<file path="src/rtl/rom_arbiter.sv">
// Two-port round-robin arbiter in front of a handshaked ROM, with an abort on
// a stuck ROM. One access is outstanding at a time; every output is registered.
module rom_arbiter #(
    parameter int unsigned TIMEOUT = 16
) (
    input  logic        clk,
    input  logic        rst,
    input  logic        req0,
    input  logic        req1,
    input  logic [15:0] addr0,
    input  logic [15:0] addr1,
    output logic        ack0,
    output logic        ack1,
    output logic [15:0] rdata,
    output logic        err,
    output logic        rom_cs,
    output logic [15:0] rom_addr,
    input  logic        rom_ready,
    input  logic [15:0] rom_data
);

    localparam int unsigned DW            = 16;
    localparam int unsigned CW            = 8;
    localparam int unsigned SETTLE_CYCLES = 2;

    typedef enum logic [2:0] {
        SETTLE,
        IDLE,
        ISSUE,
        WAIT_LOW,
        WAIT_HIGH
    } state_t;

    state_t          state, state_d;
    logic [CW-1:0]   cnt, cnt_d;
    logic            last_grant, last_grant_d;
    logic            grant_id, grant_id_d;
    logic            pick_c;
    logic            done_ok_c, done_to_c;
    logic            rom_cs_d;
    logic [DW-1:0]   rom_addr_d;
    logic            ack0_d, ack1_d, err_d;
    logic [DW-1:0]   rdata_d;

    // Next-state and next-output logic
    always_comb begin
        state_d      = state;
        cnt_d        = cnt;
        last_grant_d = last_grant;
        grant_id_d   = grant_id;
        pick_c       = 1'b0;
        done_ok_c    = 1'b0;
        done_to_c    = 1'b0;
        rom_cs_d     = 1'b0;
        rom_addr_d   = rom_addr;
        ack0_d       = 1'b0;
        ack1_d       = 1'b0;
        err_d        = 1'b0;
        rdata_d      = rdata;

        case (state)
            SETTLE: begin
                if (cnt == CW'(SETTLE_CYCLES - 1)) begin
                    state_d = IDLE;
                    cnt_d   = '0;
                end else begin
                    cnt_d = cnt + CW'(1);
                end
            end
            IDLE: begin
                if (req0 || req1) begin
                    // On a tie the port that did not win last time goes first
                    pick_c     = (req0 && req1) ? ~last_grant : req1;
                    grant_id_d = pick_c;
                    rom_addr_d = pick_c ? addr1 : addr0;
                    rom_cs_d   = 1'b1;
                    cnt_d      = '0;
                    state_d    = ISSUE;
                end
            end
            ISSUE: begin
                state_d = WAIT_LOW;
            end
            WAIT_LOW, WAIT_HIGH: begin
                if (state == WAIT_HIGH && rom_ready) begin
                    done_ok_c = 1'b1;
                end else if (cnt == CW'(TIMEOUT - 1)) begin
                    done_to_c = 1'b1;
                end else begin
                    cnt_d = cnt + CW'(1);
                    if (state == WAIT_LOW && !rom_ready) begin
                        state_d = WAIT_HIGH;
                    end
                end
            end
            default: begin
                state_d = SETTLE;
                cnt_d   = '0;
            end
        endcase

        // Completion, normal or aborted: rdata only ever loads here
        if (done_ok_c || done_to_c) begin
            ack0_d       = ~grant_id;
            ack1_d       = grant_id;
            err_d        = done_to_c;
            rdata_d      = done_to_c ? 16'hFFFF : rom_data;
            last_grant_d = grant_id;
            state_d      = IDLE;
        end
    end

    always_ff @(posedge clk) begin
        if (rst) begin
            state      <= SETTLE;
            cnt        <= '0;
            last_grant <= 1'b1;
            grant_id   <= 1'b0;
            rom_cs     <= 1'b0;
            rom_addr   <= '0;
            ack0       <= 1'b0;
            ack1       <= 1'b0;
            err        <= 1'b0;
            rdata      <= '0;
        end else begin
            state      <= state_d;
            cnt        <= cnt_d;
            last_grant <= last_grant_d;
            grant_id   <= grant_id_d;
            rom_cs     <= rom_cs_d;
            rom_addr   <= rom_addr_d;
            ack0       <= ack0_d;
            ack1       <= ack1_d;
            err        <= err_d;
            rdata      <= rdata_d;
        end
    end

endmodule

</file>
<file path="config.mk">
export PLATFORM = sky130hd
export DESIGN_NAME = rom_arbiter
export DESIGN_NICKNAME = d
export VERILOG_FILES = /design/src/rtl/rom_arbiter.sv
export SDC_FILE = /design/constraint.sdc
export NUM_CORES = 1
export LEC_CHECK = 0
export CAP_MARGIN = 5
export CELL_PAD_IN_SITES_DETAIL_PLACEMENT = 1
export CELL_PAD_IN_SITES_GLOBAL_PLACEMENT = 1
export CORE_MARGIN = 4
export CORE_UTILIZATION = 30
export CTS_CLUSTER_DIAMETER = 50
export DETAILED_ROUTE_END_ITERATION = 16
export PLACE_DENSITY_LB_ADDON = 0.05
export SETUP_SLACK_MARGIN = 0.5
export SYNTH_ARGS = -nofsm -noshare
export SYNTH_HDL_FRONTEND = slang
export SYNTH_SLANG_ARGS = --single-unit
</file>
<file path="constraint.sdc">
create_clock -name clk -period 2.5 [get_ports clk]
set_input_delay 0.25 -clock clk [delete_from_list [all_inputs] [get_ports clk]]
set_output_delay 0.25 -clock clk [all_outputs]
set_load 0.05 [all_outputs]
</file>
==> results.tsv, run 1 <==
metric	value	unit
clk_pin_slew	0.09	ns
pre_cts_ws	0.590	ns
netlist_area	0.00203	mm²
globalRouteMet1Util	0.175	
fmax	553	MHz
grt_pass1_wl	9190	µm
die_w	90.2	µm
maxSlewViolCount	0	
drive_above_1_share	0.0865	
rows	29	
synth_cells	201	
hold_viol_final	0	
synth.distinct_cells	33	
yosys_most_used_dff	dfxtp_1	
fillers	730	
power_density	880	mW/mm²
ant_nets	0	
finalCritPeriodShare	0.723	
antenna_found_initial	0	
grt_usage	0.136	
worstPathRequired	2.69	ns
synth_edf_count	0	
die_area	0.00814	mm²
first_iter_violations	24	
grt_pass1_vias	1838	
status	completed	
period_needed	1.81	ns
ys_warn_count	0	
clock_latency	0.30	ns
hold_class	flop to flop	
ir_drop	0.000358	V
setup_violations	0	
slowest_delay	0.36	ns
relSlewSlack	0.639	
yosys.area.top_type	dfxtp_1	
cp-start-kind	flop	
grt_max_degree	34	
arrival	2.00	ns
yosys.area.top_type_share	0.484	
power_leakage	1.11	nW
clk_path_buf_depth	2	
placedCellCount	357	
top_usage_layer	met2	
grt_use_met3	0.0518	
routabilityCongestion	0.710	
final_nets	343	
multi_input_area	982	µm²
first_pass_iters	4	
avgSynthCellArea	10.1	µm²
n_antenna_cell	0	
finalNonFillerCells	366	
yosysSeqAreaShare	0.484	
worstSetupEndpointType	flop	
routedWlPerCell	15.5	µm
synth_seq_cells	49	
initial_core_util	0.314	
netlist_top_cells_area	dfxtp_1, o221a_1, mux2i_1	
hpwl	4130	µm
setup_slack	0.692	ns
fin_util	0.486	
coreArea	0.00646	mm²
placed_cell_area	0.00299	mm²
pin_count	89	
htree_levels	2	
vias	1872	
tns	0	ns
dieHeight	90.2	µm
synthesis.nets	256	
worstSetupPathType	flop to flop	
cp_slowest_cell	dfxtp_1	
finalClockSkew	0.00702	ns
cts_tree	built	
finalInstanceArea	0.00314	mm²
async_flop_share	0	
cts_buffers	5	
crit_chain	ha_1, and3_1, a31oi_2, nor2_1, buf_4, o221a_1	
routed_wl	5660	µm
cts.hold.buffers_added	0	
cts_root_buf	clkbuf_8	
grt_use_met2	0.215	
cap_violations	0	
routed_via_density	5.11	
worst_slew_pin_slew	0.540	ns
seqCellArea	981	µm²
worst-r2r-setup-slack	0.69	ns
drc_errors	0	
grt_overflow_total	0	
clkSinkCount	49	
cp_max_fo	20	
port_buffers	88	
rsz0062_at_grt	no	
syn_to_final_growth	54.8	%
power.total	2.76	mW
hold_ws	0.483	ns
## synth_stat cells (all sizes together), types with 2 or more instances
library cell	instances
o21ai	5
buf	6
dfxtp	49
mux2i	17
nand2	11
a21oi	10
nand3	9
ha	2
o32ai	6
and3	2
nor2	23
inv	5
clkbuf	8
nor4	2
a211oi	16
o221a	16
nor3	2
## routing by layer
metal,share of wire,vias up,wire length (µm)
met3,0.079,7,448
met1,0.46,877,2600
met4,0.010,0,59
met2,0.45,61,2550
met5,0,-,0
li1,-,927,-
## kinds of logic after synthesis
logic type	share of synthesized area
adders and majority gates	0.0123
DFF	0.484
and+or+nand+nor	0.133
AOI/OAI and AO/OA	0.248
muxes	0.0839
buffers and inverters	0.0383
## critical path: cells and delay by family (launching register included)
| kind | cells | cell delay (ns) |
|---|---|---|
| fa+ha+maj | 1 | 0.23 |
| buf+inv | 1 | 0.21 |
| compound gates | 2 | 0.57 |
| flops | 1 | 0.36 |
| simple gates | 2 | 0.32 |
## cell usage in the layout (no fill, tap or decap), types with 2 or more instances in the layout
master	count
clkdlybuf4s50_1	88
dfxtp_1	49
nor2_1	23
mux2i_1	17
a211oi_1	16
o221a_1	16
nand2_1	11
nand3_1	9
a21oi_1	9
o32ai_1	6
buf_4	6
o21ai_1	5
clkbuf_8	5
inv_1	4
and3_1	2
ha_1	2
bufinv_16	2
## registers in the layout, summed over array words and instances, names as in the netlist
name,count
rdata,16
err,1
ack0,1
last_grant,1
rom_cs,1
state,3
rom_addr,16
grant_id,1
ack1,1
cnt,8
## final cells by class
| type | instances | area share |
|---|---|---|
| multi-input cells | 133 | 0.313 |
| flip-flops and latches | 49 | 0.313 |
| repair buffers | 94 | 0.295 |
| well taps | 77 | 0.0307 |
| clock buffers | 5 | 0.0219 |
| clock inverters | 3 | 0.0207 |
| inverters | 5 | 0.00598 |
## what timing repair did
action                     CTS  global route
setup buffers                0             1
resized for setup            0             1
hold endpoints to repair     0             0
setup endpoints to repair    0            23
## path summary, 6_finish.rpt
path                                 to             startpoint  cells past startpoint
setup reg to reg  rdata[1]$_SDFFE_PP0P_    cnt[0]$_SDFFE_PP0P_                      6
setup / recovery  rdata[1]$_SDFFE_PP0P_    cnt[0]$_SDFFE_PP0P_                      6
hold reg to reg         ack0$_SDFF_PP0_  grant_id$_SDFFE_PP0P_                      1
hold / removal          ack0$_SDFF_PP0_  grant_id$_SDFFE_PP0P_                      1
## where the power goes
group | internal [mW] | leakage (nW) | switching (mW) | total [mW]
sequential | 0.904 | 0.398 | 0.0952 | 0.999
clock | 0.397 | 0.0681 | 0.268 | 0.666
combinational | 0.422 | 0.640 | 0.674 | 1.10
Note: power is estimated with default switching activity, not from simulation.
==> inputs of run 2 (changes only) <==
==> constraint.sdc (replaced) <==
create_clock -name clk -period 1.7 [get_ports clk]
set_input_delay 0.17 -clock clk [delete_from_list [all_inputs] [get_ports clk]]
set_output_delay 0.17 -clock clk [all_outputs]
set_load 0.05 [all_outputs]
==> results.tsv, run 2 (synthesis results as in run 1) <==
metric	value	unit	change
hold_viol_final	0		unchanged
initial_core_util	0.314		unchanged
cp_slowest_cell	a211o_4		
n_antenna_cell	0		unchanged
setup_violations	0		unchanged
reg.largest.list	rdata x16, rom_addr x16, cnt x8		
power_leakage	1.42	nW	+28%
status	completed		
clk_pin_slew	0.10	ns	about the same
clk_path_buf_depth	2		unchanged
relSlewSlack	0.781		+0.142
final_common_cell	clkdlybuf4s50_1		
slowest_delay	0.40	ns	+0.04 ns
grt_overflow_total	0		unchanged
antenna_found_initial	0		unchanged
cts_tree	built		
die_area	0.00814	mm²	unchanged
drc_errors	0		unchanged
routedWlPerCell	17.5	µm	+13%
worstSetupEndpointType	flop		
worst_slew_pin_slew	0.327	ns	-0.213 ns
power_density	1340	mW/mm²	+52%
port_buffers	88		unchanged
ir_drop	0.000614	V	+72%
coreArea	0.00646	mm²	unchanged
crit_chain	buf_4, inv_1, ha_1, nand3_2, a211o_4, o211ai_4, o32ai_2		
dieHeight	90.2	µm	unchanged
cts_root_buf	clkbuf_8		
first_pass_iters	4		unchanged
tns	0	ns	unchanged
ant_nets	0		unchanged
pre_cts_ws	-0.0115	ns	-0.602 ns
routed_wl	6930	µm	+22%
grt_pass1_wl	11400	µm	+24%
hold_class	flop to flop		
layout_common_cells	clkdlybuf4s50_1, dfxtp_1, buf_2		
routabilityCongestion	0.753		+6.1%
hpwl	4500	µm	+8.9%
finalClockSkew	0.0133	ns	+0.00633 ns
maxSlewViolCount	0		unchanged
final_nets	372		+8.5%
cap_violations	0		unchanged
worstSetupPathType	flop to flop		
cts_buffers	5		unchanged
setup_slack	0.0959	ns	-0.596 ns
clkSinkCount	49		unchanged
cp-start-kind	flop		
syn_to_final_growth	77.1	%	
worstPathRequired	1.90	ns	-0.79 ns
grt_max_degree	19		-44%
htree_levels	2		unchanged
clock_latency	0.31	ns	about the same
cp_max_fo	8		-60%
arrival	1.80	ns	-0.20 ns
fmax	623	MHz	+13%
worst-r2r-setup-slack	0.1	ns	-0.60 ns
grt_usage	0.170		+0.0334
die_w	90.2	µm	unchanged
pin_count	89		unchanged
first_iter_violations	72		+200%
routed_via_density	5.21		+1.8%
power.total	4.81	mW	+74%
drive_above_1_share	0.431		+0.344
vias	2057		+9.9%
rsz0062_at_grt	yes		
period_needed	1.60	ns	-0.204 ns
grt_pass1_vias	2129		+16%
rows	29		unchanged
finalCritPeriodShare	0.944		+0.220
[run 2: cell count changes in the layout (fill, tap and decap cells not counted), sizes merged]
cell,previous run,this run
dlygate4sd2,0,2
bufinv,2,1
clkdlybuf4s50,88,50
clkdlybuf4s15,0,1
buf,6,69
clkdlybuf4s18,0,1
clkbuf,5,6
[run 2: stage by stage]
step	hold slack (ns)	area, µm²	std cells	util
final	0.483	3590	395	0.556
after global routing	0.480	3590	395	0.556
after CTS	0.484	3400	392	0.527
after detailed placement	0.482	3160	374	0.489
after global placement	0.479	3160	374	0.489
after floorplan	0.344	2080	201	-
[run 2: report_power, final]
part           total (mW)  switching [mW]  internal, mW
combinational        2.40            1.34          1.06
clock               0.856           0.414         0.442
sequential           1.55           0.203          1.35
[run 2: worst max-delay path: cells and delay by family (launching register included)]
family / cells / cell delay [ns]
AOI/OAI and AO/OA: 3 / 0.70
adders and majority gates: 1 / 0.16
buffers and inverters: 2 / 0.19
DFF: 1 / 0.35
and+or+nand+nor: 1 / 0.10
[run 2: final timing paths]
kind | start | end | cells past startpoint
worst max-delay path | cnt[1]$_SDFFE_PP0P_ | cnt[6]$_SDFFE_PP0P_ | 7
worst min-delay path | grant_id$_SDFFE_PP0P_ | ack0$_SDFF_PP0_ | 1
worst max register to register | cnt[1]$_SDFFE_PP0P_ | cnt[6]$_SDFFE_PP0P_ | 7
worst min register to register | grant_id$_SDFFE_PP0P_ | ack0$_SDFF_PP0_ | 1
[run 2: timing repair]
action                     CTS  global route
hold buffers                 0             0
setup endpoints to repair   77            54
resized for setup          179            56
cloned                       2             0
pin swaps                   14             5
buffers inserted             8             3
[run 2: layout make-up]
class	instances	area (µm²)
fillers	687	2870
multi-input cells	133	1270
repair buffers	123	1090
flip-flops and latches	49	995
well taps	77	96.3
clock buffers	6	72.6
clock inverters	2	38.8
inverters	5	18.8
[run 2: layer usage]
layer / GRT usage / part of all wire
met1: 0.219 / 0.45
met2: 0.279 / 0.49
met3: 0.0442 / 0.049
met4: 0.0497 / 0.012
met5: 0 / 0
